--- config.mk ---
export PLATFORM = sky130hd
export DESIGN_NAME = smart_home_cfg_arbiter
export DESIGN_NICKNAME = d
export VERILOG_FILES = /design/src/rtl/smart_home_cfg_arbiter.sv
export SDC_FILE = /design/constraint.sdc
export NUM_CORES = 1
export LEC_CHECK = 0
export ABC_CLOCK_PERIOD_IN_PS = 2280
export CAP_MARGIN = 5
export CORE_MARGIN = 1.5
export CORE_UTILIZATION = 46
export CTS_BUF_LIST = sky130_fd_sc_hd__clkbuf_8
export DETAILED_ROUTE_END_ITERATION = 8
export PLACE_DENSITY = 0.81
export SYNTH_ARGS = -nofsm -noshare
export SYNTH_HDL_FRONTEND = slang
export SYNTH_SLANG_ARGS = --single-unit
--- constraint.sdc ---
create_clock -name clk -period 2.28 [get_ports clk]
set_clock_uncertainty 0.15 [all_clocks]
set_input_delay 0.456 -clock clk [delete_from_list [all_inputs] [get_ports clk]]
set_output_delay 0.456 -clock clk [all_outputs]
set_load 0.03 [all_outputs]
--- src/rtl/smart_home_cfg_arbiter.sv ---
// Round-robin arbiter granting three requesters access to the SmartHomeSystem configuration port.
// Optional lockout after repeated password failures is built when CFG_LOCKOUT_EN is defined.
//
// state     | meaning
// ----------+-------------------------------------------------------------
// S_IDLE    | no owner; arbitrate among pending requests
// S_CHECK   | winner granted; latched password compared against PASSWORD
// S_ACTIVE  | request raised towards SmartHomeSystem with password
// S_CONFIRM | confirm and confdata held for HOLD cycles
// S_RELEASE | request/confirm dropped, done pulse to the owner
module smart_home_cfg_arbiter #(
  parameter logic [1:0] PASSWORD    = 2'b00,
  parameter int         HOLD        = 2,
  parameter int         LOCK_CYCLES = 16
) (
  input  logic         clk,
  input  logic         arst,
  input  logic [2:0]   req,
  input  logic [5:0]   req_pwd,
  input  logic [104:0] req_data,
  output logic [2:0]   grant,
  output logic [2:0]   done,
  output logic [2:0]   nak,
  output logic         request,
  output logic         confirm,
  output logic [1:0]   password,
  output logic [34:0]  confdata,
  output logic         busy,
  output logic         locked
);

  typedef enum logic [2:0] {S_IDLE, S_CHECK, S_ACTIVE, S_CONFIRM, S_RELEASE} state_t;

  state_t      state;
  logic [1:0]  ptr;
  logic [1:0]  win;
  logic [1:0]  pwd_q;
  logic [34:0] data_q;
  logic [3:0]  hold_cnt;
  logic [1:0]  pick;
  logic        pwd_match;

  // First requester at or after ptr, wrapping 2 -> 0.
  function automatic logic [1:0] rr_pick(input logic [2:0] r, input logic [1:0] p);
    logic [1:0] idx;
    logic [1:0] sel;
    logic       found;
    idx   = p;
    sel   = p;
    found = 1'b0;
    for (int k = 0; k < 3; k++) begin
      if (!found && r[idx]) begin
        sel   = idx;
        found = 1'b1;
      end
      idx = (idx == 2'd2) ? 2'd0 : idx + 2'd1;
    end
    return sel;
  endfunction

  function automatic logic [1:0] next_idx(input logic [1:0] w);
    return (w == 2'd2) ? 2'd0 : w + 2'd1;
  endfunction

  assign pick      = rr_pick(req, ptr);
  assign pwd_match = (pwd_q == PASSWORD);

  always_ff @(posedge clk) begin
    if (arst) begin
      state    <= S_IDLE;
      ptr      <= 2'd0;
      win      <= 2'd0;
      pwd_q    <= 2'd0;
      data_q   <= '0;
      hold_cnt <= 4'd0;
      grant    <= 3'b000;
      done     <= 3'b000;
      nak      <= 3'b000;
      request  <= 1'b0;
      confirm  <= 1'b0;
      password <= 2'd0;
      confdata <= '0;
      busy     <= 1'b0;
    end else begin
      done <= 3'b000;
      nak  <= 3'b000;
      case (state)
        S_IDLE: begin
          grant    <= 3'b000;
          request  <= 1'b0;
          confirm  <= 1'b0;
          password <= 2'd0;
          confdata <= '0;
          busy     <= 1'b0;
          if (|req) begin
            win    <= pick;
            pwd_q  <= req_pwd[2*pick +: 2];
            data_q <= req_data[35*pick +: 35];
            grant  <= 3'b001 << pick;
            busy   <= 1'b1;
            state  <= S_CHECK;
          end
        end
        S_CHECK: begin
          if (pwd_match && !locked) begin
            request  <= 1'b1;
            password <= pwd_q;
            state    <= S_ACTIVE;
          end else begin
            grant <= 3'b000;
            busy  <= 1'b0;
            nak   <= 3'b001 << win;
            ptr   <= next_idx(win);
            state <= S_IDLE;
          end
        end
        S_ACTIVE: begin
          confirm  <= 1'b1;
          confdata <= data_q;
          hold_cnt <= 4'(HOLD - 1);
          state    <= S_CONFIRM;
        end
        S_CONFIRM: begin
          if (hold_cnt == 4'd0) begin
            request  <= 1'b0;
            confirm  <= 1'b0;
            password <= 2'd0;
            confdata <= '0;
            done     <= 3'b001 << win;
            ptr      <= next_idx(win);
            state    <= S_RELEASE;
          end else begin
            hold_cnt <= hold_cnt - 4'd1;
          end
        end
        S_RELEASE: begin
          grant <= 3'b000;
          busy  <= 1'b0;
          state <= S_IDLE;
        end
        default: state <= S_IDLE;
      endcase
    end
  end

`ifdef CFG_LOCKOUT_EN
  localparam int LW = $clog2(LOCK_CYCLES + 1);

  logic [1:0]    fail_cnt;
  logic [LW-1:0] lock_tmr;

  // Rejections while already locked are not counted; expiry clears the history.
  always_ff @(posedge clk) begin
    if (arst) begin
      fail_cnt <= 2'd0;
      lock_tmr <= '0;
      locked   <= 1'b0;
    end else if (locked) begin
      if (lock_tmr == '0) begin
        locked   <= 1'b0;
        fail_cnt <= 2'd0;
      end else begin
        lock_tmr <= lock_tmr - LW'(1);
      end
    end else if (state == S_CHECK) begin
      if (pwd_match) begin
        fail_cnt <= 2'd0;
      end else if (fail_cnt == 2'd2) begin
        locked   <= 1'b1;
        lock_tmr <= LW'(LOCK_CYCLES - 1);
      end else begin
        fail_cnt <= fail_cnt + 2'd1;
      end
    end
  end
`else
  assign locked = 1'b0;
`endif

endmodule

==> results of run 1 <==
cells in the final DEF (no fill, tap or decap), types with 2 or more instances in the layout:
master,synthesis,layout
a211oi_1,3,3
inv_6,0,2
nor4_4,2,2
buf_4,6,17
a21oi_2,30,30
clkbuf_8,0,10
buf_12,5,7
a31oi_1,39,39
nor3_1,9,9
o21ai_0,41,41
dfxtp_1,97,97
inv_1,9,9
nand2b_1,6,6
xor2_1,2,2
nor3_4,1,2
or3_1,2,2
a22oi_2,30,30
and2_1,2,2
clkdlybuf4s50_1,0,163
o21bai_1,39,39
nand2_1,43,43
nor2_2,2,2
a21oi_1,16,16
clkinvlp_4,0,2
nor2_1,58,58
a22oi_1,8,8
through the flow:
stage	cell area (µm²)	setup TNS, ns	cells	power [W]
floorplan	4617	0	506	0.002806
global placement	6366	-2.315	780	0.003200
detailed placement	6366	-5.207	780	0.003244
CTS	6566	0	795	0.004364
global route	6566	0	795	0.004557
finish	6566	0	795	0.004333
registers in the layout (all words and copies together), names as in the netlist:
signal / count
busy: 1
confdata: 35
confirm: 1
data_q: 35
done: 3
grant: 3
hold_cnt: 4
nak: 3
password: 2
ptr: 2
pwd_q: 2
request: 1
state: 3
win: 2
power by group through the flow:
stage	Sequential (W)	Combinational (W)	Clock, W
2_1_floorplan	0.00202	0.000783	0
3_3_place_gp	0.00201	0.00119	0
3_5_place_dp	0.00202	0.00123	0
4_1_cts	0.00198	0.00123	0.00116
5_1_grt	0.00200	0.00133	0.00122
6_report	0.00198	0.00123	0.00113
synth_stat cells, types with 8 or more instances:
library cell and n:
a21oi_2 30, a22oi_2 30, clkbuf_1 17, buf_2 13, inv_1 9, nor2_1 58, nand2_1 43, a21oi_1 16
a22oi_1 8, dfxtp_1 97, a31oi_1 39, nor3_1 9, o21bai_1 39, o21ai_0 41
cells by family after synthesis:
group | synth area share (%)
xor gates and xnor gates | 0.5692
muxes | 0.4607
AOI/OAI and AO/OA | 34.66
DFF | 42.06
other | 0.08122
buffers and inverters | 8.075
and+or+nand+nor | 13.82
adders and majority gates | 0.2710
layer usage:
layer  global-route usage (%)  vias up
met3                    4.167       25
met5                        0        -
li1                         -     2106
met1                    29.54     2041
met4                    9.148        0
met2                    42.51      153
layout make-up:
type                            count  area share [%]
Multi-Input combinational cell    352           35.27
Sequential cell                    97           29.57
Timing Repair Buffer              188           29.00
Tap cell                          133           2.534
Clock buffer                       10           2.096
Clock inverter                      5          0.9527
Inverter                           10          0.5716
final timing paths:
check	startpoint	to	slack, ns
worst min register to register	password[0]$_SDFFE_PP0P_	password[0]$_SDFFE_PP0P_	0.32
worst min-delay path	password[0]$_SDFFE_PP0P_	password[0]$_SDFFE_PP0P_	0.32
worst max register to register	hold_cnt[0]$_SDFFE_PP0P_	confdata[0]$_SDFFE_PP0P_	0.20
worst max-delay path	req[1]	data_q[14]$_SDFFE_PP0P_	0.15
==> run_results.csv, run 1 <==
group,metric,value,unit
run_status,status,"finished clean",
finish,fin_util,67.18,%
floorplan,coreArea,0.009774,mm²
floorplan,start_util,47.24,%
floorplan,die_area,0.01065,mm²
logic_synthesis,synth_edf_count,0,
routing,drc,0,
routing,highest-signal-layer,"met4",
finish,fin_nets,775,
routing,drt-vias-per-instance,5.440,
routing,vias,4325,
logic_synthesis,ys_ff_latch,97,
routing,wl_met3,764,µm
setup_path,cp-end-kind,"flip-flop",
hold_path,hold_depth,1,
cts,holdBufCountCts,0,
global_route,globalRouteTotalUtil,24.14,%
pwr,peakVddDrop,0.4188,mV
logic_synthesis,yosys_warnings,0,
routing,drt-initial-drc-count,201,
floorplan,row_count,36,
setup_path,cp.required,2.36,ns
routing,ant_nets,0,
timing,final_hold_viol_count,0,
pwr,comb_power_share,28.3,%
cts,clkSlewWorstSetupHoldPaths,0.10,ns
logic_synthesis,synthFlopType,"dfxtp_1",
placed_design,place_congestion,0.8851,
finish,syn_to_final_growth,42.22,%
finish,diodes,0,
cts,cts_tree,"yes",
setup_path,cpPeakStageDelay,0.60,ns
timing,setup_viol,0,
pwr,p_switching,0.001363,W
setup_path,arrival,2.21,ns
timing,finalWorstSetupSlack,0.1515,ns
setup_path,cp_slowest_cell,"clkdlybuf4s50_1",
placed_design,pre_cts_ws,-0.1817,ns
pwr,pwr-share-seq,45.7,%
logic_synthesis,async_flop_share,0,%
cts,cts.htree.levels,3,
floorplan,die_y,103.2,µm
floorplan,fp.dieW,103.2,µm
setup_path,path_depth,8,
setup_path,worst-setup-path-type,"input pin to flip-flop",
finish,seqCellArea,0.001942,mm²
routing,route.met2.wl,6.538,mm
global_route,antenna_found_initial,0,
finish,drive_gt1_share,17.37,%
timing,period_needed,2.129,ns
global_route,grt_first_pass_wirelength,20.22,mm
setup_path,cp-start-kind,"input pin",
setup_path,cpLargestDelayFamily,"buffers and inverters",
pwr,pwr-share-clk,26.0,%
setup_path,r2r_cells,8,
placed_design,hpwl,9.397,mm
global_route,grt-ovfl-total,0,
logic_synthesis,synthTopCellsByArea,"dfxtp_1 42%, a22oi_2 8.1%, o21bai_1 6.3%",
pwr,power_switching_share,31.45,%
setup_path,crit_buf_inv,3,
cts,cts_setup_buffers,0,
pwr,p_leak,2.313,nW
pwr,internal-power,0.002970,W
timing,period_share,93.36,%
logic_synthesis,synth_cell_types,46,
finish,fillers,816,
hold_path,hold_path.class,"flip-flop to flip-flop",
timing,drv_slew,0,
logic_synthesis,yosys.area.top_type_share,42.06,%
routing,post_drt_wl_per_cell,16.25,µm
cts,cts.sinks,97,
logic_synthesis,synth_nets,623,
logic_synthesis,synth_cells,506,
logic_synthesis,netlist_area,0.004617,mm²
routing,wl_met1,5.350,mm
timing,whs,0.3170,ns
floorplan,io_pins,166,
pwr,powerDensity,659.8,mW/mm²
finish,multi_input_area,0.002316,mm²
global_route,grt_pass1_vias,4294,
flow_run,cap_violations,0,
logic_synthesis,synth_top_cell_by_area,"dfxtp_1",
cts,clock-root-buffer,"clkbuf_8",
logic_synthesis,syn_area_per_cell,9.124,µm²
cts,clock_latency,0.35,ns
logic_synthesis,synth_seq_area_share,42.06,%
routing,first_pass_iters,4,
placed_design,io_buffer_count,164,
setup_path,path_cells,"clkdlybuf4s50_1 -> buf_4 -> o21bai_1 -> a22oi_1 -> nor2_2 -> buf_12 -> o21ai_0 -> a31oi_1",
timing,timing.fmax,469.8,MHz
timing,rsz0062_at_grt,"no",
cts,cts-resized-gates,0,
global_route,grt_start_max_net_pins,71,
routing,wirelength,12.92,mm
cts,cts_buffers,9,
cts,clockBufferDepth,2,
setup_path,worstPathMaxFanout,31,
No activity file was read; power rests on OpenSTA's default activity.
==> run 2, diff against run 1 <==
Settings changed: CAP_MARGIN 5 to default.
==> results of run 2 <==
Final layout, timing and power as in run 1 (identical DEF).
==> run 3, diff against run 2 <==
Settings changed: GPL_ROUTABILITY_DRIVEN from default to 0.
==> results of run 3 <==
Final layout, timing and power as in run 1 (identical DEF).
